## src/rtl/mips_mc_control.sv

```systemverilog
// mips_mc_control: multicycle MIPS main control FSM with a unified
// memory handshake, memory-wait watchdog and retired-instruction counter.
module mips_mc_control #(
  parameter int TIMEOUT_W = 8,
  parameter int INSTRET_W = 32
) (
  input  logic                 clk,
  input  logic                 rst_n,
  input  logic [5:0]           opcode,
  input  logic                 zero,
  input  logic                 mem_ack,
  output logic                 mem_req,
  output logic                 mem_we,
  output logic                 mem_byte,
  output logic                 ir_write,
  output logic                 pc_write,
  output logic [1:0]           pc_src,
  output logic                 alu_src_a,
  output logic [1:0]           alu_src_b,
  output logic [2:0]           ALUop,
  output logic                 reg_write,
  output logic                 reg_dst,
  output logic                 mem_to_reg,
  output logic                 illegal,
  output logic                 mem_err,
  output logic [INSTRET_W-1:0] instret
);

  localparam logic [2:0] ALUop_ADD   = 3'd0;
  localparam logic [2:0] ALUop_SUB   = 3'd1;
  localparam logic [2:0] ALUop_AND   = 3'd2;
  localparam logic [2:0] ALUop_OR    = 3'd3;
  localparam logic [2:0] ALUop_LESS  = 3'd4;
  localparam logic [2:0] ALUop_RTYPE = 3'd7;

  localparam logic [5:0] OP_RTYPE = 6'b000000;
  localparam logic [5:0] OP_ADDI  = 6'b001000;
  localparam logic [5:0] OP_SUBI  = 6'b001001;
  localparam logic [5:0] OP_SLTI  = 6'b001010;
  localparam logic [5:0] OP_ANDI  = 6'b001100;
  localparam logic [5:0] OP_ORI   = 6'b001101;
  localparam logic [5:0] OP_LW    = 6'b100011;
  localparam logic [5:0] OP_LB    = 6'b100000;
  localparam logic [5:0] OP_SW    = 6'b101011;
  localparam logic [5:0] OP_SB    = 6'b101000;
  localparam logic [5:0] OP_BEQ   = 6'b000100;
  localparam logic [5:0] OP_BNE   = 6'b000101;
  localparam logic [5:0] OP_J     = 6'b000010;

  typedef enum logic [2:0] {
    IDLE   = 3'd0,
    FETCH  = 3'd1,
    DECODE = 3'd2,
    EXEC   = 3'd3,
    MEM    = 3'd4,
    WB     = 3'd5
  } state_t;

  state_t               state;
  logic [TIMEOUT_W-1:0] wd;

  logic       is_r;
  logic       is_imm;
  logic       is_load;
  logic       is_store;
  logic       is_byte;
  logic       is_beq;
  logic       is_bne;
  logic       is_j;
  logic       legal;
  logic [2:0] exec_op;

  logic busy;
  logic wd_max;
  logic expire;
  logic retire;

  always_comb begin
    is_r     = 1'b0;
    is_imm   = 1'b0;
    is_load  = 1'b0;
    is_store = 1'b0;
    is_byte  = 1'b0;
    is_beq   = 1'b0;
    is_bne   = 1'b0;
    is_j     = 1'b0;
    exec_op  = ALUop_ADD;
    case (opcode)
      OP_RTYPE: begin
        is_r    = 1'b1;
        exec_op = ALUop_RTYPE;
      end
      OP_ADDI: is_imm = 1'b1;
      OP_SUBI: begin
        is_imm  = 1'b1;
        exec_op = ALUop_SUB;
      end
      OP_SLTI: begin
        is_imm  = 1'b1;
        exec_op = ALUop_LESS;
      end
      OP_ANDI: begin
        is_imm  = 1'b1;
        exec_op = ALUop_AND;
      end
      OP_ORI: begin
        is_imm  = 1'b1;
        exec_op = ALUop_OR;
      end
      OP_LW: is_load = 1'b1;
      OP_LB: begin
        is_load = 1'b1;
        is_byte = 1'b1;
      end
      OP_SW: is_store = 1'b1;
      OP_SB: begin
        is_store = 1'b1;
        is_byte  = 1'b1;
      end
      OP_BEQ: begin
        is_beq  = 1'b1;
        exec_op = ALUop_SUB;
      end
      OP_BNE: begin
        is_bne  = 1'b1;
        exec_op = ALUop_SUB;
      end
      OP_J: is_j = 1'b1;
      default: ;
    endcase
    legal = |{is_r, is_imm, is_load, is_store,
              is_beq, is_bne, is_j};
  end

  assign busy   = (state == FETCH) || (state == MEM);
  assign wd_max = &wd;
  // an ack on the expiry cycle still completes the transfer
  assign expire = busy && wd_max && !mem_ack;

  always_comb begin
    retire = 1'b0;
    unique case (state)
      EXEC:    retire = is_beq | is_bne | is_j;
      MEM:     retire = mem_ack & is_store;
      WB:      retire = 1'b1;
      default: retire = 1'b0;
    endcase
  end

  always_ff @(posedge clk) begin
    if (!rst_n) begin
      state   <= IDLE;
      wd      <= '0;
      instret <= '0;
    end else begin
      if (busy && !mem_ack && !wd_max)
        wd <= wd + 1'b1;
      else
        wd <= '0;
      instret <= instret + INSTRET_W'(retire);
      unique case (state)
        IDLE:   state <= FETCH;
        FETCH:  if (mem_ack) state <= DECODE;
        DECODE: state <= legal ? EXEC : FETCH;
        EXEC: begin
          if (is_r || is_imm)
            state <= WB;
          else if (is_load || is_store)
            state <= MEM;
          else
            state <= FETCH;
        end
        MEM: begin
          if (mem_ack)
            state <= is_store ? FETCH : WB;
          else if (expire)
            state <= FETCH;
        end
        WB:      state <= FETCH;
        default: state <= IDLE;
      endcase
    end
  end

  always_comb begin
    mem_req    = 1'b0;
    mem_we     = 1'b0;
    mem_byte   = 1'b0;
    ir_write   = 1'b0;
    pc_write   = 1'b0;
    pc_src     = 2'd0;
    alu_src_a  = 1'b0;
    alu_src_b  = 2'd0;
    ALUop      = ALUop_ADD;
    reg_write  = 1'b0;
    reg_dst    = 1'b0;
    mem_to_reg = 1'b0;
    illegal    = 1'b0;
    mem_err    = expire;
    unique case (state)
      FETCH: begin
        mem_req   = !expire;
        alu_src_b = 2'd1;
        ir_write  = mem_ack;
        pc_write  = mem_ack;
      end
      DECODE: begin
        alu_src_b = 2'd3;
        illegal   = !legal;
      end
      EXEC: begin
        alu_src_a = 1'b1;
        alu_src_b = (is_r || is_beq || is_bne) ? 2'd0 : 2'd2;
        ALUop     = exec_op;
        if (is_beq || is_bne) begin
          pc_write = is_beq ? zero : !zero;
          pc_src   = 2'd1;
        end else if (is_j) begin
          pc_write = 1'b1;
          pc_src   = 2'd2;
        end
      end
      MEM: begin
        mem_req  = !expire;
        mem_we   = is_store && !expire;
        mem_byte = is_byte && !expire;
      end
      WB: begin
        reg_write  = 1'b1;
        reg_dst    = is_r;
        mem_to_reg = is_load;
      end
      default: ;
    endcase
  end

endmodule

```

## config.mk

```make
export PLATFORM = sky130hd
export DESIGN_NAME = mips_mc_control
export DESIGN_NICKNAME = d
export VERILOG_FILES = /design/src/rtl/mips_mc_control.sv
export SDC_FILE = /design/constraint.sdc
export NUM_CORES = 1
export LEC_CHECK = 0
export ABC_CLOCK_PERIOD_IN_PS = 6100
export CELL_PAD_IN_SITES_DETAIL_PLACEMENT = 0
export CELL_PAD_IN_SITES_GLOBAL_PLACEMENT = 1
export CORE_MARGIN = 2
export CORE_UTILIZATION = 35
export DETAILED_ROUTE_END_ITERATION = 8
export GPL_TIMING_DRIVEN = 0
export PLACE_DENSITY_LB_ADDON = 0.25
export SETUP_SLACK_MARGIN = 0.05
export SYNTH_ARGS = -nofsm -noshare
export SYNTH_HDL_FRONTEND = slang
export SYNTH_SLANG_ARGS = --single-unit
```

## constraint.sdc

```tcl
create_clock -name clk -period 6.1 [get_ports clk]
set_input_delay 1.22 -clock clk [delete_from_list [all_inputs] [get_ports clk]]
set_output_delay 1.22 -clock clk [all_outputs]
set_load 0.005 [all_outputs]
```

* Word-level counts from Yosys, hierarchy flattened
Index checks and enable logic that the tools add are counted.
** Word-level totals
- Register bits :: 43
- Input port bits :: 10
** Operators by class
- Multiplexer cells :: 37
- $add $sub $neg :: 2
- Eq/ne operators :: 19
- Bitwise gates (word level) :: 3
- Reduce and logical (&&, ||, !) cells :: 30
** Operators with widths (count)
- adder 32 x 1 -> 32 bit :: 1
- == test 6 x 4 -> 1 bit (second input constant) :: 5
- one-hot mux 3 bit (5 select lines) :: 2
- == test 6 bit (second input constant) :: 4
- 2-to-1 mux 3 bit :: 7
- 2-to-1 mux 1 bit :: 20
- == test 6 x 3 -> 1 bit (second input constant) :: 2
- 2-to-1 mux 2 bit :: 5
- OR reduction 2 bit :: 5
- adder 8 x 1 -> 8 bit (second input constant) :: 1
- AND reduction 8 bit :: 1
- OR reduction 7 bit :: 1
- == test 3 x 2 -> 1 bit (second input constant) :: 2
- == test 3 bit (second input constant) :: 2
- == test 6 x 2 -> 1 bit (second input constant) :: 1
- logical AND 1 bit :: 6
- zero test 6 bit :: 1
- logical OR 1 bit :: 6
- one-hot mux 2 bit (3 select lines) :: 1
- zero test 1 bit :: 5
- OR reduction 5 bit :: 1
- AND reduction 2 bit :: 2
- == test 3 x 1 -> 1 bit (second input constant) :: 1
- zero test 3 bit :: 1
- other kinds (7) :: 8

* Depth between registers and ports, before layout
Gate-level depths: netlist (run 1).
- Depth after elaboration :: 7
- Gate-level depth with buffers :: 11
- Gate-level depth less buffers :: 9

* Worst setup path after synthesis (run 1)
Ideal clock, no wire load.
- Path kind :: input port to flip-flop
- Start :: in opcode[2]
- End :: reg instret[18]
- Library setup time :: 70 ps
- Path buffers :: 2
- Stages on the path :: 11
- Data required time :: 6030 ps
- Data arrival time :: 3499 ps
- Slack :: 2531 ps
- Cell sequence :: clkbuf_1 > nor3b_1 > nor2b_1 > a31oi_1 > o21ai_0 > ha_1 > ha_1 > clkbuf_1 > nand3_1 > or4_1 > a21oi_1
** On the way
- Cells in the longest elaborated chain, start to end :: 6
** Ends and longest elaborated chain
- from (decl) :: line 9 : input logic [5:0] opcode,
- == test 6 bit / == test 6 x 3 -> 1 bit (equally long branches) :: line 88 : case (opcode)
- OR reduction 2 bit (no source line) / 2-to-1 mux 1 bit (equally long branches)
- 2-to-1 mux 1 bit / bitwise OR 1 bit (equally long branches) :: line 88, 143
- AND 1 bit / bitwise OR 1 bit (equally long branches) :: line 144, 143
- one-hot mux 1 bit (3 select lines) * :: line 142 : unique case (state)
- adder 32 x 1 -> 32 bit * :: line 160 : instret <= instret + INSTRET_W'(retire);
- to (signal assigned) :: line 160
- to (decl) :: line 26 : output logic [INSTRET_W-1:0] instret
Mark *: on every way between the ends. The rest lies on a longest branch, timed or not.
A chain may end at the register's enable or synchronous reset.

* Final worst setup path (run 1)
- Start :: in opcode[5]
- End :: out mem_we
** On the way
- Cells in the longest elaborated chain, start to end :: 5
** Ends and longest elaborated chain
- == test 6 bit :: line 88
- OR reduction 2 bit (no source line) *
- 2-to-1 mux 1 bit * :: line 88
- logical AND 1 bit * :: line 225 : mem_we = is_store && !expire;
- 2-to-1 mux 1 bit * :: line 200 : unique case (state)
- to (decl) :: line 13 : output logic mem_we,
Marks and branches as above.

==> flow_summary.ini, run 1 <==
[run_status]
outcome = finished, final reports clean

[worst_setup_path]
crit_path_start_kind = input pin
criticalPathCategory = input pin to primary output
crit_path_top_delay_cell = clkdlybuf4s50_1
max_stage_delay_ns = 0.60
cp_cell_sequence = clkdlybuf4s50_1 -> nor3b_1 -> nor2b_1 -> nand2_1 -> nor4_1 -> clkdlybuf4s50_1
critPathRequiredTime_ns = 4.88
cp_common_cell = clkdlybuf4s50_1
cp.arrival_ns = 3.34
crit_fanout = 8
end_kind = primary output

[global_route]
grt_max_degree = 14
track_usage = 0.159
grt_overflow = 0
grt_pass1_vias = 1995
grt_pass1_wl_um = 9480
antenna_found_initial = 0

[finish]
drive_above_1_share = 0.0503
area_growth_pct = 33.5
nNetsFinal = 370
final_cell_mix = clkdlybuf4s50_1, dfxtp_1, nor2_1
final_cell_area_sq_um = 3160
layout.cells.most_common = clkdlybuf4s50_1
fin_cells = 435
diodes = 0

[sta]
rsz0062_at_grt = false
tightest_slew_ns = 0.508
relSlewSlack = 0.661
timing.fmax_mhz = 219
fin_setup_tns_ns = 0
setup_violations = 0
finClkSkew_ns = 0.0118
period_share = 0.747
maxSlewViolCount = 0
hold_violations = 0
period_minus_slack_ns = 4.56

[routing]
dr.first_iter.drc_count = 82
postRouteAntennaNets = 0
wl_per_cell_um = 13.6
via_per_inst = 5.36
drc = 0
routed_wl_um = 5900
via_count = 2331
dr.pass1.iters = 4

[die]
die-area_sq_um = 7450
die_w_um = 86.3
rows = 29
ios = 60
die-height_um = 86.3
core_area_sq_um = 6460
start_util = 0.367

[power_and_ir_drop]
clkPwrFrac = 0.419
seqPwrFrac = 0.506
vdd.ir_drop.worst_mv = 0.114
swShare = 0.225
power.internal_mw = 0.433
p_leak_nw = 1.05
comb_power_share = 0.076
p_sw_mw = 0.125
p_per_area_nw_per_um2 = 176

[run]
cap_violations = 0

[clocking]
post_cts_buffers = 0
cts_resized = 0
clock_latency_ns = 0.30
cts_hold_buf = 0
cts_tree = built
clkSinkCount = 43
ctsHtreeMaxLevel = 2
clk_pin_slew_ns = 0.08
ctsRootBufferMaster = clkbuf_8
numCtsBuffers = 5
clk_path_buf_depth = 2

[synth]
synth_area_sq_um = 2370
yosys_warnings = 0
ys_ff_latch = 43
synth_area_per_cell_sq_um = 8.12
synth_cells = 292
synth_top_area_frac = 0.363
yosys.area.top_type = dfxtp_1
synth_nets = 305
seq_area_frac_synth = 0.363
synth.distinct_cells = 42
synth_area_leaders = dfxtp_1, xor2_1, nor2_1, a21oi_1, o31ai_1

[placement]
io_buffers = 58
place_hpwl_um = 4390
globalplace.congestion = 0.799
dp.cells = 427
dpl_cell_area_sq_um = 3050

[hold_path]
hold_class = flop to flop
-- cells in the mapped netlist --
cell type / count
nor4_1: 4
a31oi_1: 1
buf_4: 3
or3_1: 8
nand4_4: 1
a2111oi_0: 1
nand3_1: 16
inv_1: 11
nand4_2: 1
buf_6: 2
and4b_1: 1
nand2b_1: 2
o22ai_1: 1
nand2_1: 17
or4_1: 13
nand4_1: 12
and2_1: 7
nor3_1: 8
and3b_1: 1
o211ai_1: 1
xnor2_1: 8
nor2_1: 32
buf_2: 1
or3b_2: 1
and4_1: 6
ha_1: 3
a21o_1: 1
dfxtp_1: 43
xor2_1: 16
o2bb2a_1: 1
clkbuf_1: 11
a211oi_1: 2
nor2b_1: 3
nor4bb_1: 1
a21oi_1: 22
nor3b_1: 1
mux2i_1: 1
o31ai_1: 13
o21ai_0: 9
and3_1: 4
nand3_2: 1
o2111a_1: 1
-- per-layer routing --
layer / vias up / GRT usage / share of wire
met2: 53 / 0.237 / 0.45
met5: - / 0 / 0
met3: 11 / 0.0343 / 0.046
met4: 0 / 0.0682 / 0.020
met1: 1075 / 0.223 / 0.49
li1: 1192 / - / -
-- critical path: cells and delay by family --
kind          cells  cell delay [ns]
buf+inv           2             1.18
simple gates      4             0.93
-- state kept, by name (all words and copies together), names as in the netlist --
register  cells
wd            8
instret      32
state         3
-- power by group through the flow --
stage	registers (mW)	clock network (mW)	logic, mW
floorplan	0.289	0	0.0223
global placement	0.289	0	0.0420
detailed placement	0.289	0	0.0423
CTS	0.282	0.240	0.0425
global route	0.283	0.250	0.0466
finish	0.282	0.234	0.0423
-- final timing paths --
path | startpoint | to | slack (ns) | depth (start not counted)
setup / recovery | opcode[5] | mem_we | 1.54 | 6
hold / removal | wd[0] | wd[0] | 0.46 | 1
setup reg to reg | state[1] | instret[18] | 2.87 | 11
hold reg to reg | wd[0] | wd[0] | 0.46 | 1
-- cell families after synthesis --
family                     synth area share
and+or+nand+nor                       0.335
xor gates and xnor gates             0.0887
buffers and inverters                0.0560
DFF                                   0.363
AOI/OAI and AO/OA                     0.137
adders and majority gates            0.0158
muxes                               0.00422
-- metrics by stage --
step                 util  setup slack, ns  hold slack (ns)  total power [mW]
CTS                 0.490             1.54            0.459             0.565
global route        0.490             1.40            0.481             0.579
finish              0.490             1.54            0.458             0.558
detailed placement  0.472             1.53            0.441             0.331
global placement    0.472             1.53            0.430             0.331
floorplan               -             2.53            0.418             0.311
-- final cells by class --
type | count | area (sq um)
clock inverter | 2 | 35.0
timing repair buffer | 58 | 581
fill | 657 | 3290
clock buffer | 6 | 82.6
tap | 77 | 96.3
sequential | 43 | 861
multi-input combinational | 221 | 1380
inverter | 11 | 41.3
buffer | 17 | 91.3
(Power assumes the default switching activity.)
==> inputs of run 2 (changes only) <==
--- a/config.mk
+++ b/config.mk
@@ -5,11 +5,11 @@
 export SDC_FILE = /design/constraint.sdc
 export NUM_CORES = 1
 export LEC_CHECK = 0
-export ABC_CLOCK_PERIOD_IN_PS = 6100
+export ABC_CLOCK_PERIOD_IN_PS = 3840
 export CELL_PAD_IN_SITES_DETAIL_PLACEMENT = 0
 export CELL_PAD_IN_SITES_GLOBAL_PLACEMENT = 1
 export CORE_MARGIN = 2
-export CORE_UTILIZATION = 35
+export CORE_UTILIZATION = 32
 export DETAILED_ROUTE_END_ITERATION = 8
 export GPL_TIMING_DRIVEN = 0
 export PLACE_DENSITY_LB_ADDON = 0.25
==> constraint.sdc (replaced) <==
create_clock -name clk -period 3.84 [get_ports clk]
set_input_delay 0.768 -clock clk [delete_from_list [all_inputs] [get_ports clk]]
set_output_delay 0.768 -clock clk [all_outputs]
set_load 0.005 [all_outputs]
==> flow_summary.ini, run 2 (synthesis results as in run 1) <==
[die]
die_w_um = 90.1
ios = 60
die-area_sq_um = 8110
die-height_um = 90.1
start_util = 0.328
rows = 31
core_area_sq_um = 7210

[worst_setup_path]
crit_fanout = 8
cp-startpoint = opcode[5]
end_kind = primary output
crit_path_top_delay_cell = clkdlybuf4s50_1
cp_common_cell = clkdlybuf4s50_1
criticalPathCategory = input pin to primary output
crit_path_start_kind = input pin
regToRegStartpoint = state[1]
max_stage_delay_ns = 0.53
critPathRequiredTime_ns = 3.07
r2r.worst_path.cells = 10
crit_end = pc_write
cp_cell_sequence = clkdlybuf4s50_1 -> inv_1 -> nand3_1 -> or3_1 -> o21ai_0 -> clkdlybuf4s50_1
cp.arrival_ns = 2.83
r2r_slack_ns = 0.69
regToRegEndpoint = instret[31]

[routing]
dr.first_iter.drc_count = 62
postRouteAntennaNets = 0
via_count = 2342
routed_wl_um = 6090
dr.pass1.iters = 4
wl_per_cell_um = 13.3
via_per_inst = 5.14
drc = 0

[sta]
whs_ns = 0.449
maxSlewViolCount = 0
period_share = 0.938
period_minus_slack_ns = 3.60
fin_setup_tns_ns = 0
rsz0062_at_grt = false
hold_violations = 0
finClkSkew_ns = 0.00916
relSlewSlack = 0.684
tightest_slew_ns = 0.475
setup_slack_ns = 0.239
setup_violations = 0
timing.fmax_mhz = 278

[power_and_ir_drop]
power.internal_mw = 0.641
clkPwrFrac = 0.388
comb_power_share = 0.079
swShare = 0.238
vdd.ir_drop.worst_mv = 0.111
p_sw_mw = 0.201
seqPwrFrac = 0.533
p_leak_nw = 1.04
p_per_area_nw_per_um2 = 265

[clocking]
post_cts_buffers = 0
clk_path_buf_depth = 2
clk_pin_slew_ns = 0.08
clock_latency_ns = 0.30
ctsRootBufferMaster = clkbuf_8
numCtsBuffers = 5
cts_tree = built
ctsHtreeMaxLevel = 2
clkSinkCount = 43

[placement]
dp.cells = 449
pre_cts_ws_ns = -0.198
io_buffers = 58
place_hpwl_um = 4550
globalplace.congestion = 0.765

[finish]
layout.cells.most_common = clkdlybuf4s50_1
diodes = 0
nNetsFinal = 369
multiInputGateArea_sq_um = 1380
top_regs = instret (32), wd (8), state (3)
area_growth_pct = 34.0
regMostFlops = instret
final_cell_mix = clkdlybuf4s50_1, dfxtp_1, nor2_1
drive_above_1_share = 0.0532
utilization = 0.440
largest_reg_flops = 32
fin_cells = 456
regArea_sq_um = 861
final.fill_count = 753

[global_route]
grt_max_degree = 14
grt_overflow = 0
grt_pass1_wl_um = 10200
antenna_found_initial = 0
track_usage = 0.151
grt_pass1_vias = 2200

[run_status]
outcome = finished, final reports clean

[run]
cap_violations = 0

[hold_path]
hold_class = flop to flop
[run 2: cell count changes in the layout (fill, tap and decap cells not counted), sizes merged]
cell,previous run,this run
bufinv,1,0
clkinvlp,0,1
clkinv,1,0
[run 2: layout make-up]
type	instances	area share
multi-input cells	221	0.433
flip-flops and latches	43	0.271
repair buffers	58	0.183
well taps	99	0.0390
clock buffers	7	0.0303
plain buffers	16	0.0280
inverters	11	0.0130
clock inverters	1	0.00236
[run 2: metal layers]
metal  vias up  part of all wire  track usage
met4         0             0.017       0.0487
li1       1194                 -            -
met5         -                 0            0
met3        11             0.036       0.0335
met2        48              0.45        0.242
met1      1089              0.49        0.201
[run 2: how the worst min path moves through the flow]
| stage | start | endpoint | slack [ns] | cells past startpoint |
|---|---|---|---|---|
| final | wd[0] | wd[0] | 0.45 | 1 |
| after global routing | wd[0] | wd[0] | 0.47 | 1 |
| after CTS | wd[0] | wd[0] | 0.46 | 1 |
| after detailed placement | wd[0] | wd[0] | 0.45 | 1 |
| after global placement | wd[0] | wd[0] | 0.43 | 1 |
| after floorplan | wd[0] | wd[0] | 0.42 | 1 |
[run 2: power by group through the flow]
stage / sequential [mW] / clock, mW / combinational (mW)
2_1_floorplan: 0.459 / 0 / 0.0354
3_3_place_gp: 0.459 / 0 / 0.0673
3_5_place_dp: 0.459 / 0 / 0.0668
4_1_cts: 0.449 / 0.335 / 0.0671
5_1_grt: 0.449 / 0.353 / 0.0746
6_report: 0.449 / 0.326 / 0.0666
[run 2: timing repair]
| item | CTS | global route |
|---|---|---|
| resized for setup | 0 | 2 |
| setup endpoints to repair | 0 | 13 |
| hold buffers | 0 | 0 |
[run 2: critical path, delay by kind of cell]
kind / cells / cell delay (ns)
AND/OR/NAND/NOR: 2 / 0.67
buffers and inverters: 3 / 1.21
AO/OA/AOI/OAI: 1 / 0.18
[run 2: per-stage QoR]
step	power, mW	cell area (sq um)
4_1_cts	0.851	3180
3_5_place_dp	0.526	3070
6_report	0.842	3180
3_3_place_gp	0.526	3070
5_1_grt	0.877	3180
2_1_floorplan	0.494	2370
